## config.mk

```make
export PLATFORM = sky130hd
export DESIGN_NAME = wb_master_bridge
export DESIGN_NICKNAME = d
export VERILOG_FILES = /design/src/rtl/wb_pkg.sv /design/src/rtl/wb_timeout_cnt.sv /design/src/rtl/wb_master_bridge.sv
export SDC_FILE = /design/constraint.sdc
export NUM_CORES = 1
export LEC_CHECK = 0
export ABC_CLOCK_PERIOD_IN_PS = 1900
export CAP_MARGIN = 25
export CORE_ASPECT_RATIO = 1.4
export CORE_UTILIZATION = 40
export CTS_CLUSTER_DIAMETER = 30
export DETAILED_ROUTE_END_ITERATION = 7
export HOLD_SLACK_MARGIN = 0.05
export PLACE_DENSITY = 0.77
export SYNTH_ARGS = -nofsm -noshare
export SYNTH_HDL_FRONTEND = slang
export SYNTH_SLANG_ARGS = --single-unit
```

## constraint.sdc

```tcl
create_clock -name wb_clk_i -period 1.9 [get_ports wb_clk_i]
set_input_delay 0.19 -clock wb_clk_i [delete_from_list [all_inputs] [get_ports wb_clk_i]]
set_output_delay 0.19 -clock wb_clk_i [all_outputs]
set_load 0.01 [all_outputs]
```

## src/rtl/wb_pkg.sv

```systemverilog
// Shared types and constants for the Wishbone master bridge.
//   wb_status_e : response status code returned with every response
//   wb_state_e  : bridge sequencing states
//   wb_cmd_t    : latched command (address, write data, byte selects, write enable)
package wb_pkg;

  typedef enum logic [1:0] {
    WB_OK      = 2'b00,
    WB_ERR     = 2'b01,
    WB_RTY_EXH = 2'b10,
    WB_TIMEOUT = 2'b11
  } wb_status_e;

  typedef enum logic [1:0] {
    ST_IDLE    = 2'b00,
    ST_BUS     = 2'b01,
    ST_BACKOFF = 2'b10,
    ST_RESP    = 2'b11
  } wb_state_e;

  // Classic single cycles only; the bridge never issues bursts.
  localparam logic [2:0] CTI_CLASSIC = 3'b000;
  localparam logic [1:0] BTE_LINEAR  = 2'b00;

  typedef struct packed {
    logic [31:0] adr;
    logic [31:0] dat;
    logic [3:0]  sel;
    logic        we;
  } wb_cmd_t;

endpackage

```

## src/rtl/wb_timeout_cnt.sv

```systemverilog
// Up-counter with synchronous clear, count enable and a compare flag.
// Used for both the bus no-response timeout and the retry back-off gap.
//   clk, rst_n : clock, asynchronous active-low reset
//   load       : clear the count to zero (has priority over en)
//   en         : advance the count by one
//   limit      : count value at which expire fires
//   expire     : en is high and the count equals limit this cycle
module wb_timeout_cnt #(
  parameter int CNT_W = 16
) (
  input  logic             clk,
  input  logic             rst_n,
  input  logic             load,
  input  logic             en,
  input  logic [CNT_W-1:0] limit,
  output logic             expire
);

  logic [CNT_W-1:0] cnt_r;

  // Count register: cleared while load is high, advances while enabled.
  always_ff @(posedge clk or negedge rst_n) begin
    if (!rst_n) begin
      cnt_r <= '0;
    end else if (load) begin
      cnt_r <= '0;
    end else if (en) begin
      cnt_r <= cnt_r + CNT_W'(1);
    end else begin
      cnt_r <= cnt_r;
    end
  end

  assign expire = en & (cnt_r == limit);

endmodule

```

## src/rtl/wb_master_bridge.sv

```systemverilog
// Wishbone classic-cycle initiator. Accepts one command at a time on a
// valid/ready interface, runs it as a single Wishbone cycle (with bounded
// retry/back-off and a no-response timeout) and returns a status-tagged
// response on a valid/ready interface.
//   wb_clk_i, wb_rst_ni              : clock, asynchronous active-low reset
//   cmd_valid_i/cmd_ready_o          : command handshake
//   cmd_adr_i/dat_i/sel_i/we_i       : command fields
//   rsp_valid_o/rsp_ready_i          : response handshake
//   rsp_dat_o, rsp_status_o          : read data and status (00 OK, 01 ERR, 10 RTY_EXH, 11 TIMEOUT)
//   wbm_*                            : Wishbone master port
module wb_master_bridge
  import wb_pkg::*;
#(
  parameter int TIMEOUT_CYCLES = 256,
  parameter int MAX_RETRY      = 3,
  parameter int RETRY_GAP      = 4,
  parameter int CNT_W          = 16
) (
  input  logic        wb_clk_i,
  input  logic        wb_rst_ni,
  input  logic        cmd_valid_i,
  output logic        cmd_ready_o,
  input  logic [31:0] cmd_adr_i,
  input  logic [31:0] cmd_dat_i,
  input  logic [3:0]  cmd_sel_i,
  input  logic        cmd_we_i,
  output logic        rsp_valid_o,
  input  logic        rsp_ready_i,
  output logic [31:0] rsp_dat_o,
  output logic [1:0]  rsp_status_o,
  output logic [31:0] wbm_adr_o,
  output logic [31:0] wbm_dat_o,
  output logic [3:0]  wbm_sel_o,
  output logic        wbm_we_o,
  output logic        wbm_cyc_o,
  output logic        wbm_stb_o,
  output logic [2:0]  wbm_cti_o,
  output logic [1:0]  wbm_bte_o,
  input  logic [31:0] wbm_dat_i,
  input  logic        wbm_ack_i,
  input  logic        wbm_err_i,
  input  logic        wbm_rty_i
);

  localparam int RC_W = (MAX_RETRY < 1) ? 1 : $clog2(MAX_RETRY + 1);
  localparam logic [RC_W-1:0]  RETRY_MAX = RC_W'(MAX_RETRY);
  // The timeout counter starts at 0 on the first stb cycle, so hitting
  // TIMEOUT_CYCLES-1 means stb has been high for exactly TIMEOUT_CYCLES.
  localparam logic [CNT_W-1:0] TO_LIMIT  = (TIMEOUT_CYCLES > 0) ? CNT_W'(TIMEOUT_CYCLES - 1) : '0;
  localparam logic [CNT_W-1:0] GAP_LIMIT = (RETRY_GAP > 1) ? CNT_W'(RETRY_GAP - 1) : '0;
  localparam logic             TO_ENABLE = (TIMEOUT_CYCLES > 0);

  wb_state_e        state_r;
  wb_cmd_t          cmd_r;
  logic [RC_W-1:0]  retry_cnt_r;
  logic             cyc_r;
  logic             stb_r;
  logic             ready_r;
  logic             rsp_valid_r;
  logic [31:0]      rsp_dat_r;
  wb_status_e       rsp_status_r;

  logic             in_bus_s;
  logic             in_backoff_s;
  logic             to_expire_s;
  logic             gap_expire_s;

  assign in_bus_s     = (state_r == ST_BUS);
  assign in_backoff_s = (state_r == ST_BACKOFF);

  // Held clear outside BUS, so every (re-)entry into BUS starts from zero.
  wb_timeout_cnt #(.CNT_W(CNT_W)) u_timeout_cnt (
    .clk    (wb_clk_i),
    .rst_n  (wb_rst_ni),
    .load   (!in_bus_s),
    .en     (in_bus_s),
    .limit  (TO_LIMIT),
    .expire (to_expire_s)
  );

  // Counts the idle cycles spent in BACKOFF before the re-attempt.
  wb_timeout_cnt #(.CNT_W(CNT_W)) u_gap_cnt (
    .clk    (wb_clk_i),
    .rst_n  (wb_rst_ni),
    .load   (!in_backoff_s),
    .en     (in_backoff_s),
    .limit  (GAP_LIMIT),
    .expire (gap_expire_s)
  );

  // Bridge sequencer; all interface outputs are registered here.
  always_ff @(posedge wb_clk_i or negedge wb_rst_ni) begin
    if (!wb_rst_ni) begin
      state_r      <= ST_IDLE;
      cmd_r        <= '0;
      retry_cnt_r  <= '0;
      cyc_r        <= 1'b0;
      stb_r        <= 1'b0;
      ready_r      <= 1'b0;
      rsp_valid_r  <= 1'b0;
      rsp_dat_r    <= 32'h0000_0000;
      rsp_status_r <= WB_OK;
    end else begin
      case (state_r)
        ST_IDLE: begin
          if (cmd_valid_i && ready_r) begin
            cmd_r       <= '{adr: cmd_adr_i, dat: cmd_dat_i, sel: cmd_sel_i, we: cmd_we_i};
            retry_cnt_r <= '0;
            cyc_r       <= 1'b1;
            stb_r       <= 1'b1;
            ready_r     <= 1'b0;
            state_r     <= ST_BUS;
          end else begin
            ready_r <= 1'b1;
          end
        end
        ST_BUS: begin
          // err > ack > rty > timeout
          if (wbm_err_i) begin
            cyc_r        <= 1'b0;
            stb_r        <= 1'b0;
            rsp_status_r <= WB_ERR;
            rsp_dat_r    <= 32'h0000_0000;
            rsp_valid_r  <= 1'b1;
            state_r      <= ST_RESP;
          end else if (wbm_ack_i) begin
            cyc_r        <= 1'b0;
            stb_r        <= 1'b0;
            rsp_status_r <= WB_OK;
            rsp_dat_r    <= cmd_r.we ? 32'h0000_0000 : wbm_dat_i;
            rsp_valid_r  <= 1'b1;
            state_r      <= ST_RESP;
          end else if (wbm_rty_i && (retry_cnt_r < RETRY_MAX)) begin
            cyc_r       <= 1'b0;
            stb_r       <= 1'b0;
            retry_cnt_r <= retry_cnt_r + RC_W'(1);
            state_r     <= ST_BACKOFF;
          end else if (wbm_rty_i) begin
            cyc_r        <= 1'b0;
            stb_r        <= 1'b0;
            rsp_status_r <= WB_RTY_EXH;
            rsp_dat_r    <= 32'h0000_0000;
            rsp_valid_r  <= 1'b1;
            state_r      <= ST_RESP;
          end else if (to_expire_s && TO_ENABLE) begin
            cyc_r        <= 1'b0;
            stb_r        <= 1'b0;
            rsp_status_r <= WB_TIMEOUT;
            rsp_dat_r    <= 32'h0000_0000;
            rsp_valid_r  <= 1'b1;
            state_r      <= ST_RESP;
          end else begin
            state_r <= ST_BUS;
          end
        end
        ST_BACKOFF: begin
          // Slave terminations are deliberately not looked at here.
          if (gap_expire_s) begin
            cyc_r   <= 1'b1;
            stb_r   <= 1'b1;
            state_r <= ST_BUS;
          end else begin
            state_r <= ST_BACKOFF;
          end
        end
        ST_RESP: begin
          if (rsp_ready_i) begin
            rsp_valid_r <= 1'b0;
            ready_r     <= 1'b1;
            state_r     <= ST_IDLE;
          end else begin
            state_r <= ST_RESP;
          end
        end
        default: begin
          cyc_r       <= 1'b0;
          stb_r       <= 1'b0;
          ready_r     <= 1'b0;
          rsp_valid_r <= 1'b0;
          state_r     <= ST_IDLE;
        end
      endcase
    end
  end

  assign cmd_ready_o  = ready_r;
  assign rsp_valid_o  = rsp_valid_r;
  assign rsp_dat_o    = rsp_dat_r;
  assign rsp_status_o = rsp_status_r;
  assign wbm_adr_o    = cmd_r.adr;
  assign wbm_dat_o    = cmd_r.dat;
  assign wbm_sel_o    = cmd_r.sel;
  assign wbm_we_o     = cmd_r.we;
  assign wbm_cyc_o    = cyc_r;
  assign wbm_stb_o    = stb_r;
  assign wbm_cti_o    = CTI_CLASSIC;
  assign wbm_bte_o    = BTE_LINEAR;

endmodule

```

==> impl_metrics.json <==
{
  "crit_required_ns": 2.19,
  "ys_seq_area_frac": 0.617,
  "end_kind": "register",
  "max_cap_viol_count": 0,
  "synth-xor-area-share": 0.0259,
  "fin_area_um2": 8910,
  "postSynth.asyncResetShare": 1.00,
  "post-place-ws_ns": 0.0662,
  "grt_use_met3": 0.0832,
  "critPathLaunchType": "register",
  "critPathTopFamily": "compound AO/OA/AOI/OAI gates",
  "drt_first_pass_iters": 4,
  "grt_max_degree": 46,
  "gr-total-overflow": 0,
  "drt_iter0_drc": 173,
  "syn_to_final_growth_pct": 54.7,
  "cts_sinks": 142,
  "hold_viol_final": 0,
  "vdd_drop_max_mv": 0.860,
  "cp_max_fo": 33,
  "synth_fa_ha_area_frac": 0.00652,
  "synth_top_cells_by_area": "dfrtp_1, mux2_2, a22o_1, nor2_1, xor2_1",
  "synth_area_um2": 5760,
  "n_antenna_cell": 0,
  "dp_cells": 836,
  "nets": 782,
  "via_per_inst": 5.07,
  "worstSkewPairLatency_ns": 0.41,
  "netlist_top_cells_count": "dfrtp_1, mux2_2, a22o_1, nor2_1, a21oi_1",
  "start_util": 0.412,
  "yosysWarnings": 0,
  "power_switching_mw": 4.15,
  "finalCritPeriodShare": 0.942,
  "synth_top_family_by_area": "multiplexers",
  "synth.top_cell.area_share": 0.617,
  "yosysTopAreaCell": "dfrtp_1",
  "clk_pin_slew_ns": 0.06,
  "cts_buffers": 17,
  "die_w_um": 103,
  "io_buffers": 214,
  "crit_buf_inv": 1,
  "fillers": 1072,
  "gp_congestion": 0.824,
  "crit_path_max_incr_delay_ns": 0.41,
  "dieHeight_um": 144,
  "grt_usage": 0.208,
  "r2r-end": "rsp_dat_o[15]$_DFFE_PN0P_",
  "drc": 0,
  "first_global_vias": 4687,
  "p_leak_nw": 3.74,
  "netlist-cell-type-count": 44,
  "io_pins": 220,
  "core-area_um2": 14000,
  "rsz0062_at_grt": "no",
  "hpwlAfterDp_mm": 10.8,
  "synth_simple_gate_area_share": 0.102,
  "clock.fmax_mhz": 559,
  "grt_pass1_wl_mm": 23.2,
  "r2r_slack_ns": 0.11,
  "p_sw_frac": 0.302,
  "yosysMostFrequentCell": "dfrtp_1",
  "cts-htree-levels": 4,
  "grt_util_met2": 0.348,
  "vias": 4409,
  "setup_viol": 0,
  "avgSynthCellArea_um2": 13.2,
  "synth_compound_area_frac": 0.0815,
  "synth_edf_count": 0,
  "cts_buffer_depth": 2,
  "cpMaxStageDelayCell": "dfrtp_1",
  "synth_flop_cell": "dfrtp_1",
  "root_buffer": "clkbuf_16",
  "r2r-start": "u_timeout_cnt.cnt_r[12]$_DFF_PN0_",
  "comb_power_share": 0.401,
  "r2r_cells": 5,
  "worstHoldPathType": "input pin to asynchronous set/reset pin",
  "crit_chain": "nor4_1 > nand4_1 > a211o_1 > buf_12 > a22o_1",
  "antenna_found_initial": 0,
  "wl_mm": 14.7,
  "slew_violations": 0,
  "skew_ns": 0.0142,
  "fin_crit_ns": 1.79,
  "p_seq_frac": 0.357,
  "design.die.area_um2": 14900,
  "ys_ff_latch": 142,
  "final_cells": 869,
  "routedWlPerCell_um": 17.0,
  "postPlaceCellArea_um2": 8300,
  "power-per-cell-area_nw_per_um2": 1540,
  "worst_slack_ns": 0.110,
  "cp.arrival_ns": 2.08,
  "syn_inst": 437,
  "placementRows": 51,
  "grtUsageMet1": 0.232,
  "drive_above_1_share": 0.192,
  "grt-busiest-layer": "met2",
  "critPathKind": "register to register",
  "p_int_mw": 9.58,
  "fin_tns_setup_ns": 0,
  "synthMuxAreaShare": 0.135,
  "ant_nets": 0,
  "p_clk_frac": 0.242,
  "cts_tree": "built",
  "status": "finished clean"
}
layout make-up:
type                       count  area, um2  area share
timing repair buffer         238       2450       0.275
multi-input combinational    267       2060       0.231
sequential                   142       3550       0.399
tap                          185        231      0.0260
inverter                       5       18.8     0.00211
clock inverter                13        155      0.0174
clock buffer                  19        443      0.0497
how the worst max path moves through the flow:
stage | startpoint | endpoint | slack (ns) | cells past startpoint
3_5_place_dp | cmd_valid_i | wbm_dat_o[28]$_DFFE_PN0P_ | 0.07 | 6
2_1_floorplan | u_timeout_cnt.cnt_r[0]$_DFF_PN0_ | rsp_dat_o[11]$_DFFE_PN0P_ | 0.14 | 8
5_1_grt | u_timeout_cnt.cnt_r[0]$_DFF_PN0_ | rsp_dat_o[22]$_DFFE_PN0P_ | 0.02 | 6
3_3_place_gp | cmd_valid_i | wbm_sel_o[3]$_DFFE_PN0P_ | 0.11 | 6
6_report | u_timeout_cnt.cnt_r[12]$_DFF_PN0_ | rsp_dat_o[15]$_DFFE_PN0P_ | 0.11 | 5
4_1_cts | u_timeout_cnt.cnt_r[0]$_DFF_PN0_ | rsp_dat_o[15]$_DFFE_PN0P_ | 0.11 | 6
flip-flops by register name, summed over array words and instances (netlist names):
register,flops
rsp_dat_o,32
wbm_adr_o,32
wbm_dat_o,32
u_gap_cnt.cnt_r,16
u_timeout_cnt.cnt_r,16
wbm_sel_o,4
retry_cnt_r,2
rsp_status_o,2
state_r,2
cmd_ready_o,1
rsp_valid_o,1
wbm_stb_o,1
wbm_we_o,1
stage by stage:
step / power [mW] / hold slack (ns) / utilization
3_5_place_dp: 10.5 / 0.156 / 0.594
4_1_cts: 13.9 / 0.288 / 0.637
3_3_place_gp: 10.3 / 0.150 / 0.594
2_1_floorplan: 7.19 / -0.106 / -
6_report: 13.7 / 0.276 / 0.637
5_1_grt: 14.5 / 0.321 / 0.637
routing by layer:
layer | share of wire | wire length, um
met4 | 0.021 | 313
met3 | 0.081 | 1190
met5 | 0 | 0
met1 | 0.38 | 5540
met2 | 0.52 | 7690
cell usage in the layout (no fill, tap or decap), types with 2 or more instances in the layout:
cell type        netlist  final
nor4_1                 6      6
nand2b_1               3      3
or4_1                  2      2
nand3_1               10     10
buf_4                  6     13
nand2_1               14     14
nor2b_1                4      4
nor3_1                 2      2
a21oi_1               15     15
o21ai_0               11     11
xor2_1                11     11
nand4_1                8      8
nand3b_1               2      2
clkbuf_16              0     17
and2_1                 3      3
clkinv_4               0      3
mux2_2                69     69
ha_1                   3      3
a22o_1                32     32
nor4b_1                2      2
or3_1                  8      8
clkdlybuf4s50_1        0    213
conb_1                 1      5
and4_1                 4      4
bufinv_16              0      2
buf_12                 0     10
clkinvlp_4             0      3
inv_1                  5      5
nor2_1                32     32
xnor2_1                6      6
dfrtp_1              142    142
inv_6                  0      4
worst register-to-register path, cell delays in order, from the launching register on:
cell and delay (ns):
dfrtp_1 0.41, nor4_1 0.30, nand4_1 0.20, a211o_1 0.35, buf_12 0.18, a22o_1 0.22
power groups by stage:
stage	Combinational [mW]	Clock, mW	Sequential (mW)
after CTS	5.59	3.42	4.92
after global placement	5.39	0	4.87
final	5.51	3.32	4.90
after floorplan	1.84	0	5.35
after global routing	5.91	3.54	5.06
after detailed placement	5.55	0	4.93
logic make-up (layout without fill, tap and decap cells):
group | Yosys count | after routing
buffers and inverters | 32 | 275
adders and majority gates | 3 | 3
DFF | 142 | 142
other | 1 | 5
AOI/OAI and AO/OA | 65 | 65
and+or+nand+nor | 108 | 108
xor gates and xnor gates | 17 | 17
muxes | 69 | 69
repair_timing:
action                                  CTS  global route
resized for setup                         0             0
hold endpoints to repair                 42             0
hold buffers                              1             0
endpoints found under the setup margin    0             0
buffers inserted                          0             0
Note: power is estimated with default switching activity, not from simulation.
